$ cat src/rtl/int_issue_queue_pkg.sv
// Shared issue-queue types: uop entry layout and ROB age comparison.
package int_issue_queue_pkg;

  localparam int PREG_W        = 6;
  localparam int SRC_W         = 64;
  localparam int CX_TYPE_W     = 3;
  localparam int ALU_TYPE_W    = 4;
  localparam int MULDIV_TYPE_W = 3;
  localparam int PC_W          = 64;
  localparam int ROB_W         = 5;

  typedef struct packed {
    logic [PREG_W-1:0]        prd;
    logic [PREG_W-1:0]        prs1;
    logic [PREG_W-1:0]        prs2;
    logic [SRC_W-1:0]         imm;
    logic                     need_to_wb;
    logic [CX_TYPE_W-1:0]     cx_type;
    logic                     is_unsigned;
    logic [ALU_TYPE_W-1:0]    alu_type;
    logic                     is_word;
    logic                     is_imm;
    logic [MULDIV_TYPE_W-1:0] muldiv_type;
    logic [PC_W-1:0]          pc;
    logic                     robidx_flag;
    logic [ROB_W-1:0]         robidx;
    logic                     src1_rdy;
    logic                     src2_rdy;
  } iq_entry_t;

  // a is older than b; a flag mismatch means b has wrapped past the ROB end
  function automatic logic rob_older(input logic a_flag, input logic [ROB_W-1:0] a_idx,
                                     input logic b_flag, input logic [ROB_W-1:0] b_idx);
    return (a_flag == b_flag) ? (a_idx < b_idx) : (a_idx > b_idx);
  endfunction

endpackage

$ cat src/rtl/int_issue_queue_if.sv
// Dispatch / wakeup / issue bundle of the integer issue queue.
interface int_issue_queue_if
  import int_issue_queue_pkg::*;
#(
  parameter int DEPTH      = 8,
  parameter int NUM_WAKEUP = 2
) ();
  localparam int IDX_W = $clog2(DEPTH);

  logic                     enq_valid;
  logic                     enq_ready;
  logic [PREG_W-1:0]        enq_prd, enq_prs1, enq_prs2;
  logic                     enq_src1_ready, enq_src2_ready;
  logic [SRC_W-1:0]         enq_imm;
  logic                     enq_need_to_wb, enq_is_unsigned, enq_is_word, enq_is_imm;
  logic [CX_TYPE_W-1:0]     enq_cx_type;
  logic [ALU_TYPE_W-1:0]    enq_alu_type;
  logic [MULDIV_TYPE_W-1:0] enq_muldiv_type;
  logic [PC_W-1:0]          enq_pc;
  logic                     enq_robidx_flag;
  logic [ROB_W-1:0]         enq_robidx;

  logic [NUM_WAKEUP-1:0]             wb_valid;
  logic [NUM_WAKEUP-1:0][PREG_W-1:0] wb_prd;
  logic                              flush_valid;

  logic                     out_instr_valid;
  logic                     out_instr_ready;
  logic [PREG_W-1:0]        out_prd, out_prs1, out_prs2;
  logic [SRC_W-1:0]         out_imm;
  logic                     out_need_to_wb, out_is_unsigned, out_is_word, out_is_imm;
  logic [CX_TYPE_W-1:0]     out_cx_type;
  logic [ALU_TYPE_W-1:0]    out_alu_type;
  logic [MULDIV_TYPE_W-1:0] out_muldiv_type;
  logic [PC_W-1:0]          out_pc;
  logic                     out_robidx_flag;
  logic [ROB_W-1:0]         out_robidx;
  logic [IDX_W:0]           count;

  modport master (
    output enq_valid, enq_prd, enq_prs1, enq_prs2, enq_src1_ready, enq_src2_ready, enq_imm,
           enq_need_to_wb, enq_is_unsigned, enq_is_word, enq_is_imm, enq_cx_type,
           enq_alu_type, enq_muldiv_type, enq_pc, enq_robidx_flag, enq_robidx,
           wb_valid, wb_prd, flush_valid, out_instr_ready,
    input  enq_ready, out_instr_valid, out_prd, out_prs1, out_prs2, out_imm, out_need_to_wb,
           out_cx_type, out_is_unsigned, out_alu_type, out_is_word, out_is_imm,
           out_muldiv_type, out_pc, out_robidx_flag, out_robidx, count
  );

  modport slave (
    input  enq_valid, enq_prd, enq_prs1, enq_prs2, enq_src1_ready, enq_src2_ready, enq_imm,
           enq_need_to_wb, enq_is_unsigned, enq_is_word, enq_is_imm, enq_cx_type,
           enq_alu_type, enq_muldiv_type, enq_pc, enq_robidx_flag, enq_robidx,
           wb_valid, wb_prd, flush_valid, out_instr_ready,
    output enq_ready, out_instr_valid, out_prd, out_prs1, out_prs2, out_imm, out_need_to_wb,
           out_cx_type, out_is_unsigned, out_alu_type, out_is_word, out_is_imm,
           out_muldiv_type, out_pc, out_robidx_flag, out_robidx, count
  );
endinterface

$ cat src/rtl/int_issue_queue_age_select.sv
// Oldest-ready selector: one-hot grant to the ready entry no other ready entry is older than.
module iq_age_select
  import int_issue_queue_pkg::*;
#(
  parameter int DEPTH = 8
) (
  input  logic [DEPTH-1:0]            rdy_i,
  input  logic [DEPTH-1:0]            flag_i,
  input  logic [DEPTH-1:0][ROB_W-1:0] idx_i,
  output logic [DEPTH-1:0]            grant_o,
  output logic                        valid_o
);

  assign valid_o = |rdy_i;

  for (genvar gi = 0; gi < DEPTH; gi++) begin : g_ent
    // entry wins unless some other ready entry is older (ROB positions are unique)
    always_comb begin
      grant_o[gi] = rdy_i[gi];
      for (int j = 0; j < DEPTH; j++)
        if (j != gi && rdy_i[j] && rob_older(flag_i[j], idx_i[j], flag_i[gi], idx_i[gi]))
          grant_o[gi] = 1'b0;
    end
  end

endmodule

$ cat src/rtl/int_issue_queue.sv
// Integer out-of-order issue queue: holds renamed uops until both sources are
// woken, issues the oldest ready one per cycle, clears everything on redirect.
module int_issue_queue
  import int_issue_queue_pkg::*;
#(
  parameter int DEPTH      = 8,
  parameter int NUM_WAKEUP = 2
) (
  input  logic              clock,
  input  logic              reset,
  int_issue_queue_if.slave  io
);
  localparam int IDX_W = $clog2(DEPTH);

  logic [DEPTH-1:0]            vld_q, vld_d;
  iq_entry_t [DEPTH-1:0]       ent_q, ent_d;
  logic [IDX_W:0]              cnt_q, cnt_d;

  logic [IDX_W-1:0]            free_idx, sel_idx;
  logic [DEPTH-1:0]            cand, grant, flag_v;
  logic [DEPTH-1:0][ROB_W-1:0] idx_v;
  logic                        sel_any, enq_fire, issue_fire;
  iq_entry_t                   enq_ent, sel_ent;

  function automatic logic wb_hit(input logic [PREG_W-1:0] p,
                                  input logic [NUM_WAKEUP-1:0] v,
                                  input logic [NUM_WAKEUP-1:0][PREG_W-1:0] prd);
    logic hit;
    hit = 1'b0;
    for (int k = 0; k < NUM_WAKEUP; k++)
      if (v[k] && prd[k] == p) hit = 1'b1;
    return hit;
  endfunction

  // lowest-index free slot for enqueue
  always_comb begin
    free_idx = '0;
    for (int i = DEPTH-1; i >= 0; i--)
      if (!vld_q[i]) free_idx = IDX_W'(i);
  end

  // candidates use registered ready bits only, so a wakeup issues the cycle after its edge
  always_comb begin
    for (int i = 0; i < DEPTH; i++) begin
      cand[i]   = vld_q[i] & ent_q[i].src1_rdy & ent_q[i].src2_rdy;
      flag_v[i] = ent_q[i].robidx_flag;
      idx_v[i]  = ent_q[i].robidx;
    end
  end

  iq_age_select #(.DEPTH(DEPTH)) u_sel (
    .rdy_i   (cand),
    .flag_i  (flag_v),
    .idx_i   (idx_v),
    .grant_o (grant),
    .valid_o (sel_any)
  );

  // one-hot grant to index; defaults to entry 0 when nothing is selected
  always_comb begin
    sel_idx = '0;
    for (int i = 0; i < DEPTH; i++)
      if (grant[i]) sel_idx = IDX_W'(i);
  end

  assign sel_ent    = ent_q[sel_idx];
  assign io.enq_ready       = (cnt_q != (IDX_W+1)'(DEPTH));
  assign io.out_instr_valid = sel_any & ~io.flush_valid;
  assign enq_fire   = io.enq_valid & io.enq_ready & ~io.flush_valid;
  assign issue_fire = io.out_instr_valid & io.out_instr_ready;

  // incoming entry; sources woken in the same cycle are captured as ready
  always_comb begin
    enq_ent             = '0;
    enq_ent.prd         = io.enq_prd;
    enq_ent.prs1        = io.enq_prs1;
    enq_ent.prs2        = io.enq_prs2;
    enq_ent.imm         = io.enq_imm;
    enq_ent.need_to_wb  = io.enq_need_to_wb;
    enq_ent.cx_type     = io.enq_cx_type;
    enq_ent.is_unsigned = io.enq_is_unsigned;
    enq_ent.alu_type    = io.enq_alu_type;
    enq_ent.is_word     = io.enq_is_word;
    enq_ent.is_imm      = io.enq_is_imm;
    enq_ent.muldiv_type = io.enq_muldiv_type;
    enq_ent.pc          = io.enq_pc;
    enq_ent.robidx_flag = io.enq_robidx_flag;
    enq_ent.robidx      = io.enq_robidx;
    enq_ent.src1_rdy    = io.enq_src1_ready | (io.enq_prs1 == '0) |
                          wb_hit(io.enq_prs1, io.wb_valid, io.wb_prd);
    enq_ent.src2_rdy    = io.enq_src2_ready | (io.enq_prs2 == '0) |
                          wb_hit(io.enq_prs2, io.wb_valid, io.wb_prd);
  end

  // next state: wakeup, issue clear, enqueue fill, flush override
  always_comb begin
    vld_d = vld_q;
    ent_d = ent_q;
    cnt_d = cnt_q + (IDX_W+1)'(enq_fire) - (IDX_W+1)'(issue_fire);
    for (int i = 0; i < DEPTH; i++) begin
      if (vld_q[i] && wb_hit(ent_q[i].prs1, io.wb_valid, io.wb_prd)) ent_d[i].src1_rdy = 1'b1;
      if (vld_q[i] && wb_hit(ent_q[i].prs2, io.wb_valid, io.wb_prd)) ent_d[i].src2_rdy = 1'b1;
    end
    if (issue_fire) vld_d[sel_idx] = 1'b0;
    if (enq_fire) begin
      vld_d[free_idx] = 1'b1;
      ent_d[free_idx] = enq_ent;
    end
    if (io.flush_valid) begin
      vld_d = '0;
      cnt_d = '0;
    end
  end

  // state registers; reset clears payload too so idle outputs read zero
  always_ff @(posedge clock) begin
    if (reset) begin
      vld_q <= '0;
      ent_q <= '0;
      cnt_q <= '0;
    end else begin
      vld_q <= vld_d;
      ent_q <= ent_d;
      cnt_q <= cnt_d;
    end
  end

  assign io.count           = cnt_q;
  assign io.out_prd         = sel_ent.prd;
  assign io.out_prs1        = sel_ent.prs1;
  assign io.out_prs2        = sel_ent.prs2;
  assign io.out_imm         = sel_ent.imm;
  assign io.out_need_to_wb  = sel_ent.need_to_wb;
  assign io.out_cx_type     = sel_ent.cx_type;
  assign io.out_is_unsigned = sel_ent.is_unsigned;
  assign io.out_alu_type    = sel_ent.alu_type;
  assign io.out_is_word     = sel_ent.is_word;
  assign io.out_is_imm      = sel_ent.is_imm;
  assign io.out_muldiv_type = sel_ent.muldiv_type;
  assign io.out_pc          = sel_ent.pc;
  assign io.out_robidx_flag = sel_ent.robidx_flag;
  assign io.out_robidx      = sel_ent.robidx;

endmodule

$ cat src/flat_wrapper.sv
// flat-port wrapper written by rule: the top's interface ports become plain ports
module int_issue_queue_flat import int_issue_queue_pkg::*;
#(
  parameter int DEPTH      = 8,
  parameter int NUM_WAKEUP = 2
)
  (clock, reset, io_enq_valid, io_enq_prd, io_enq_prs1, io_enq_prs2, io_enq_src1_ready, io_enq_src2_ready, io_enq_imm, io_enq_need_to_wb, io_enq_is_unsigned, io_enq_is_word, io_enq_is_imm, io_enq_cx_type, io_enq_alu_type, io_enq_muldiv_type, io_enq_pc, io_enq_robidx_flag, io_enq_robidx, io_wb_valid, io_wb_prd, io_flush_valid, io_out_instr_ready, io_enq_ready, io_out_instr_valid, io_out_prd, io_out_prs1, io_out_prs2, io_out_imm, io_out_need_to_wb, io_out_cx_type, io_out_is_unsigned, io_out_alu_type, io_out_is_word, io_out_is_imm, io_out_muldiv_type, io_out_pc, io_out_robidx_flag, io_out_robidx, io_count);
  int_issue_queue_if #(.DEPTH(DEPTH), .NUM_WAKEUP(NUM_WAKEUP)) io_i ();
  input  logic clock;
  input  logic reset;
  input wire logic [$bits(io_i.enq_valid)-1:0] io_enq_valid;
  input wire logic [$bits(io_i.enq_prd)-1:0] io_enq_prd;
  input wire logic [$bits(io_i.enq_prs1)-1:0] io_enq_prs1;
  input wire logic [$bits(io_i.enq_prs2)-1:0] io_enq_prs2;
  input wire logic [$bits(io_i.enq_src1_ready)-1:0] io_enq_src1_ready;
  input wire logic [$bits(io_i.enq_src2_ready)-1:0] io_enq_src2_ready;
  input wire logic [$bits(io_i.enq_imm)-1:0] io_enq_imm;
  input wire logic [$bits(io_i.enq_need_to_wb)-1:0] io_enq_need_to_wb;
  input wire logic [$bits(io_i.enq_is_unsigned)-1:0] io_enq_is_unsigned;
  input wire logic [$bits(io_i.enq_is_word)-1:0] io_enq_is_word;
  input wire logic [$bits(io_i.enq_is_imm)-1:0] io_enq_is_imm;
  input wire logic [$bits(io_i.enq_cx_type)-1:0] io_enq_cx_type;
  input wire logic [$bits(io_i.enq_alu_type)-1:0] io_enq_alu_type;
  input wire logic [$bits(io_i.enq_muldiv_type)-1:0] io_enq_muldiv_type;
  input wire logic [$bits(io_i.enq_pc)-1:0] io_enq_pc;
  input wire logic [$bits(io_i.enq_robidx_flag)-1:0] io_enq_robidx_flag;
  input wire logic [$bits(io_i.enq_robidx)-1:0] io_enq_robidx;
  input wire logic [$bits(io_i.wb_valid)-1:0] io_wb_valid;
  input wire logic [$bits(io_i.wb_prd)-1:0] io_wb_prd;
  input wire logic [$bits(io_i.flush_valid)-1:0] io_flush_valid;
  input wire logic [$bits(io_i.out_instr_ready)-1:0] io_out_instr_ready;
  output wire logic [$bits(io_i.enq_ready)-1:0] io_enq_ready;
  output wire logic [$bits(io_i.out_instr_valid)-1:0] io_out_instr_valid;
  output wire logic [$bits(io_i.out_prd)-1:0] io_out_prd;
  output wire logic [$bits(io_i.out_prs1)-1:0] io_out_prs1;
  output wire logic [$bits(io_i.out_prs2)-1:0] io_out_prs2;
  output wire logic [$bits(io_i.out_imm)-1:0] io_out_imm;
  output wire logic [$bits(io_i.out_need_to_wb)-1:0] io_out_need_to_wb;
  output wire logic [$bits(io_i.out_cx_type)-1:0] io_out_cx_type;
  output wire logic [$bits(io_i.out_is_unsigned)-1:0] io_out_is_unsigned;
  output wire logic [$bits(io_i.out_alu_type)-1:0] io_out_alu_type;
  output wire logic [$bits(io_i.out_is_word)-1:0] io_out_is_word;
  output wire logic [$bits(io_i.out_is_imm)-1:0] io_out_is_imm;
  output wire logic [$bits(io_i.out_muldiv_type)-1:0] io_out_muldiv_type;
  output wire logic [$bits(io_i.out_pc)-1:0] io_out_pc;
  output wire logic [$bits(io_i.out_robidx_flag)-1:0] io_out_robidx_flag;
  output wire logic [$bits(io_i.out_robidx)-1:0] io_out_robidx;
  output wire logic [$bits(io_i.count)-1:0] io_count;
  assign io_i.enq_valid = io_enq_valid;
  assign io_i.enq_prd = io_enq_prd;
  assign io_i.enq_prs1 = io_enq_prs1;
  assign io_i.enq_prs2 = io_enq_prs2;
  assign io_i.enq_src1_ready = io_enq_src1_ready;
  assign io_i.enq_src2_ready = io_enq_src2_ready;
  assign io_i.enq_imm = io_enq_imm;
  assign io_i.enq_need_to_wb = io_enq_need_to_wb;
  assign io_i.enq_is_unsigned = io_enq_is_unsigned;
  assign io_i.enq_is_word = io_enq_is_word;
  assign io_i.enq_is_imm = io_enq_is_imm;
  assign io_i.enq_cx_type = io_enq_cx_type;
  assign io_i.enq_alu_type = io_enq_alu_type;
  assign io_i.enq_muldiv_type = io_enq_muldiv_type;
  assign io_i.enq_pc = io_enq_pc;
  assign io_i.enq_robidx_flag = io_enq_robidx_flag;
  assign io_i.enq_robidx = io_enq_robidx;
  assign io_i.wb_valid = io_wb_valid;
  assign io_i.wb_prd = io_wb_prd;
  assign io_i.flush_valid = io_flush_valid;
  assign io_i.out_instr_ready = io_out_instr_ready;
  assign io_enq_ready = io_i.enq_ready;
  assign io_out_instr_valid = io_i.out_instr_valid;
  assign io_out_prd = io_i.out_prd;
  assign io_out_prs1 = io_i.out_prs1;
  assign io_out_prs2 = io_i.out_prs2;
  assign io_out_imm = io_i.out_imm;
  assign io_out_need_to_wb = io_i.out_need_to_wb;
  assign io_out_cx_type = io_i.out_cx_type;
  assign io_out_is_unsigned = io_i.out_is_unsigned;
  assign io_out_alu_type = io_i.out_alu_type;
  assign io_out_is_word = io_i.out_is_word;
  assign io_out_is_imm = io_i.out_is_imm;
  assign io_out_muldiv_type = io_i.out_muldiv_type;
  assign io_out_pc = io_i.out_pc;
  assign io_out_robidx_flag = io_i.out_robidx_flag;
  assign io_out_robidx = io_i.out_robidx;
  assign io_count = io_i.count;
  int_issue_queue #(.DEPTH(DEPTH), .NUM_WAKEUP(NUM_WAKEUP)) u_core (.clock(clock), .reset(reset), .io(io_i));
endmodule
$ cat config.mk
export PLATFORM = sky130hd
export DESIGN_NAME = int_issue_queue_flat
export DESIGN_NICKNAME = d
export VERILOG_FILES = /design/src/rtl/int_issue_queue_pkg.sv /design/src/rtl/int_issue_queue_if.sv /design/src/rtl/int_issue_queue_age_select.sv /design/src/rtl/int_issue_queue.sv /design/src/flat_wrapper.sv
export SDC_FILE = /design/constraint.sdc
export NUM_CORES = 2
export LEC_CHECK = 0
export CORE_ASPECT_RATIO = 0.5
export CORE_UTILIZATION = 50
export CTS_CLUSTER_SIZE = 12
export DETAILED_ROUTE_END_ITERATION = 6
export PLACE_DENSITY = 0.74
export SETUP_SLACK_MARGIN = 0.3
export SYNTH_ARGS = -nofsm -noshare
export SYNTH_HDL_FRONTEND = slang
export SYNTH_HIERARCHICAL = 1
export SYNTH_SLANG_ARGS = --single-unit
$ cat constraint.sdc
create_clock -name clock -period 5.8 [get_ports clock]
set_input_delay 1.74 -clock clock [delete_from_list [all_inputs] [get_ports clock]]
set_output_delay 1.74 -clock clock [all_outputs]
set_load 0.05 [all_outputs]
# Word-level counts from Yosys, hierarchy flattened
# Index checks and enable logic that the tools add are counted.
# totals
out_inout_bits,172
regBits,1356
input_bits,187
word_cells,632
# classes
bitwise_logic,28
n_eq_ne,86
addsub,2
magnitude_cmp,102
n_reduce_logical,107
mux,177
# op_table
op,count
1344-bit bitwise mux,1
1178-bit two-way mux,1
168-bit binary-select mux with 3-bit select,1
168-bit demux with 3-bit select,1
168-bit two-way mux,2
5-bit > comparator,49
5-bit < comparator,49
6-bit equality test,36
1-bit two-way mux,153
1-bit logical AND,103
1-bit equality test,49
3-bit two-way mux,12
1-bit bitwise AND,20
8-bit two-way mux,2
6-bit zero test,2
8-bit bitwise AND,1
3-bit by 4-bit < comparator with 1-bit output (second input constant),2
8-bit inverter,1
8-bit OR,1
8-bit OR reduction,1
1-bit demux with 3-bit select,2
3-bit by 1-bit greater-or-equal comparator with 1-bit output (second input constant),2
4-bit by 1-bit adder with 4-bit output,1
2-bit two-way mux,2
other kinds (5),8

# Longest topological paths before layout
# depth
word_depth,26
depth_mapped,19
depth_no_buf,13

# Cells and area by module
# Netlist, hierarchy kept.
# modules_own_cells
mod,area_per_inst_um2,instances,cells_per_inst,seq_area_each_um2
int_issue_queue,63440.8,1,9005,27146.0
iq_age_select,4694.5,1,604,0.0

# Worst setup path before layout
# Ideal clock, no wire load.
# synth_timing
path_type,register to output
start,register u_core/ent_q[844] (netlist bit)
end,output io_out_prd[0]
path_buffers,4
path_slack_ns,0.191
stages_incl_launch_ff,17
required_ns,4.060
arrival_ns,3.869
cell_sequence,dfxtp_1 inv_1 ha_1 a41o_1 a211oi_1 mux2_2 a221oi_2 and4_1 nor2b_1 o21a_1 buf_2 buf_6 buf_6 buf_2 o21ai_1 a21oi_1 or4_1
# synth_via
word_cells_on_any_way,84
cone_classes,order compare: 26; mux: 45; reduce/logical: 13
# synth_rtl
item,line_no,text
from (decl),int_issue_queue.sv:16,"iq_entry_t [DEPTH-1:0] ent_q, ent_d;"
from (signal assigned),int_issue_queue.sv:123,ent_q <= ent_d;
5-bit > comparator or 5-bit < comparator (tied branches),int_issue_queue_pkg.sv:34,return (a_flag == b_flag) ? (a_idx < b_idx) : (a_idx > b_idx);
1-bit two-way mux (*),int_issue_queue_pkg.sv:34,
1-bit logical AND (*),int_issue_queue_age_select.sv:21,"if (j != gi && rdy_i[j] && rob_older(flag_i[j], idx_i[j], flag_i[gi], idx_i[gi]))"
1-bit two-way mux (*) (3 in a row),int_issue_queue_age_select.sv:21,
net u_core.grant[2],int_issue_queue.sv:20,"logic [DEPTH-1:0] cand, grant, flag_v;"
2-bit two-way mux (*) (2 in a row),int_issue_queue.sv:63,if (grant[i]) sel_idx = IDX_W'(i);
3-bit two-way mux (*) (4 in a row),int_issue_queue.sv:63,
168-bit binary-select mux with 3-bit select (*),int_issue_queue.sv:66,assign sel_ent = ent_q[sel_idx];
168-bit two-way mux (implied by the code) (*),int_issue_queue.sv:66,
to (decl),flat_wrapper.sv:34,output wire logic [$bits(io_i.out_prd)-1:0] io_out_prd;
# The timed path passes the listed nets; every way through them passes the cells marked *. The select of a mux whose other input is x is not followed.

# Final worst setup path
# layout_timing
start,register u_core/ent_q[5] (netlist bit)
end,output io_out_robidx_flag
# layout_via
elab_chain_len,19
word_cells_on_any_way,86
cone_classes,order compare: 14; mux: 65; reduce/logical: 7
# layout_rtl
item,line_no,text
5-bit > comparator or 5-bit < comparator (tied branches),int_issue_queue_pkg.sv:34,
1-bit two-way mux (*),int_issue_queue_pkg.sv:34,
1-bit logical AND (*),int_issue_queue_age_select.sv:21,
1-bit two-way mux (*) (7 in a row),int_issue_queue_age_select.sv:21,
net u_core.grant[1],int_issue_queue.sv:20,
1-bit two-way mux (*),int_issue_queue.sv:63,
2-bit two-way mux (*) (2 in a row),int_issue_queue.sv:63,
3-bit two-way mux (*) (4 in a row),int_issue_queue.sv:63,
168-bit binary-select mux with 3-bit select (*),int_issue_queue.sv:66,
168-bit two-way mux (implied by the code) (*),int_issue_queue.sv:66,
to (decl),flat_wrapper.sv:46,output wire logic [$bits(io_i.out_robidx_flag)-1:0] io_out_robidx_flag;
# Marked as above.

==> qor.yml <==
cpPeakStageDelay_ns: 0.60
period_needed_ns: 6.57
cp_max_fo: 107
holdWs_ns: 0.450
final_nets: 9866
fmax_ghz: 0.152
syn_to_final_growth_pct: 21.4
htreeDepth: 4
drv_slew: 0
routed_wl_um: 266000
multi_input_area_um2: 37500
cts_tree: "yes"
viasPerCell: 6.34
fin_worst_skew_ns: 0.0346
cp_top_family: "simple AND/OR/NAND/NOR gates"
report.power.total_w: 0.0192
hold_viol: 0
postRouteAntennaNets: 0
max_slew.worst_pin.slew_ns: 1.13
r2r_start: "u_core/ent_q[1014]"
slew_headroom_pct: 24.1
cp-startpoint: "u_core/ent_q[5]"
cts_buffer_depth: 3
clkLatencyLatePin_ns: 0.79
ir_drop_mv: 0.301
maxCapViolations: 0
io_buffers: 358
syn_area_per_cell_um2: 7.09
status: "complete, but fails checks"
syn_area_um2: 68000
syn_nets: 9922
cp_cell_sequence: "buf_4 > ha_1 > a21o_1 > a21oi_1 > o21ai_1 > mux2i_1 > buf_4 > o221ai_1 > and4b_1 > nor2b_4 > buf_4 > o21ai_4 > buf_12 > nand3_1 > a21oi_1 > or4_4 > buf_4"
vias: 72100
start_util_pct: 50.5
hold_class: "reg -> reg"
setup_viol: 166
grt_pass1_vias: 64800
grt_max_degree: 191
worst-endpoint-required_ns: 4.06
fp.dieH_um: 263
postSynthCellCount: 9589
cp_num_cells: 17
drt_iter0_markers: 11100
core_area_um2: 135000
post-place-cells: 11100
postLayoutSetupSlackWorst_ns: -0.767
rows: 95
rr_worst_depth: 20
arrival_ns: 4.83
dpl_cell_area_um2: 74000
cp_num_buf_inv: 5
fillers: 11900
ff2ff_setup_slack_ns: 1.83
avgRoutedWirePerCell_um: 23.4
drive_above_1_share_pct: 13.1
post-route-period-util_pct: 113
register_area_um2: 27200
cp_slowest_cell: "or4_4"
start_kind: "flop"
numCtsBuffers: 134
power_density_nw_per_um2: 232
cts_sinks: 1356
cts-root-buf: "clkbuf_16"
grtUsageTotal_pct: 35.1
place_hpwl_um: 141000
violations: "DRC, setup timing"
cpMostUsedCell: "buf_4"
crit_type: "reg -> out"
grt-ovfl-total: 0
drc: 2
ios: 359
clkSlewWorstSetupHoldPaths_ns: 0.06
cellLeakagePower_nw: 26.8
synth_warnings: 6
dieArea_um2: 138000
crit_end: "io_out_robidx_flag"
fin_area_um2: 82600
grt_pass1_wl_um: 385000
place_congestion: 0.969
endpoint_kind: "output pin"
die_w_um: 524
rsz0062_at_grt: "true"
final_cells: 11400
r2r-end: "u_core/vld_q[4]"
antenna_found_initial: 19
drt_first_pass_iters: 7
==> how the worst min path moves through the flow <==
stage | startpoint | end | slack (ns) | depth (start not counted)
3_5_place_dp | u_core/ent_q[920] | u_core/ent_q[920] | 0.44 | 2
5_1_grt | u_core/ent_q[355] | u_core/ent_q[355] | 0.47 | 2
6_report | u_core/ent_q[640] | u_core/ent_q[640] | 0.45 | 2
4_1_cts | u_core/ent_q[531] | u_core/ent_q[531] | 0.45 | 2
2_1_floorplan | u_core/ent_q[512] | u_core/ent_q[512] | 0.43 | 2
3_3_place_gp | u_core/ent_q[880] | u_core/ent_q[880] | 0.44 | 2
==> repair_timing <==
action,4_1_cts,5_1_grt
resized for setup,384,497
pin swaps,49,68
gates cloned,17,57
endpoints found under the hold margin,0,0
endpoints found under the setup margin,166,166
hold buffers,0,0
setup buffers,36,26
==> cell type report <==
type | count | share of cell area (%)
antenna | 14 | 0.0424
inverter | 74 | 0.352
sequential | 1356 | 33.0
clock buffer | 166 | 4.42
multi-input combinational | 7101 | 45.5
timing repair buffer | 866 | 13.9
clock inverter | 11 | 0.191
tap | 1794 | 2.72
==> report_power, final <==
part / internal [W] / switching [W]
clock: 0.00444 / 0.00378
combinational: 0.000547 / 0.000983
sequential: 0.00937 / 0.0000416
==> routing by layer <==
metal	up-vias	global-route usage, %	routed length [um]
li1	32600	-	-
met1	33800	48.2	105000
met2	4953	53.6	117000
met3	805	6.24	33300
met4	6	15.8	11500
met5	-	0	34
==> state kept, by name (all words and copies together), names as in the netlist <==
signal and cells:
u_core/ent_q 1344, u_core/io.count 4, u_core/vld_q 8
==> worst reg2reg max path: cells and delay by family, from the launching register on <==
kind / cells / cell delay [ns]
AOI/OAI and AO/OA: 5 / 1.06
adders and majority gates: 1 / 0.27
buffers and inverters: 9 / 1.25
DFF: 1 / 0.39
muxes: 1 / 0.17
and+or+nand+nor: 4 / 0.67
==> metrics by stage <==
| step | util, % | setup TNS [ns] | worst slack [ns] |
|---|---|---|---|
| 2_1_floorplan | - | 0 | 0.320 |
| 3_3_place_gp | 55.0 | -12.25 | -0.148 |
| 3_5_place_dp | 55.0 | -15.00 | -0.160 |
| 4_1_cts | 59.3 | -99.30 | -0.648 |
| 5_1_grt | 61.3 | -121.63 | -0.835 |
| 6_report | 61.4 | -107.16 | -0.767 |
==> cells in the final DEF, fill, tap and decap left out, drive strengths merged, types with 12 or more instances in the layout <==
cell type and instances:
xnor2 149, a221oi 13, mux2i 32, xor2 99, nand4 27, buf 626
nor2 54, or4 167, a21oi 1877, dfxtp 1356, ha 145, a211oi 22
clkbuf 213, clkdlybuf4s50 191, diode 14, o21ai 1023, nand3 902, and3 16
inv 79, nor4 46, nand2 2395, o31ai 12
Power figures use the tool's default switching activity.
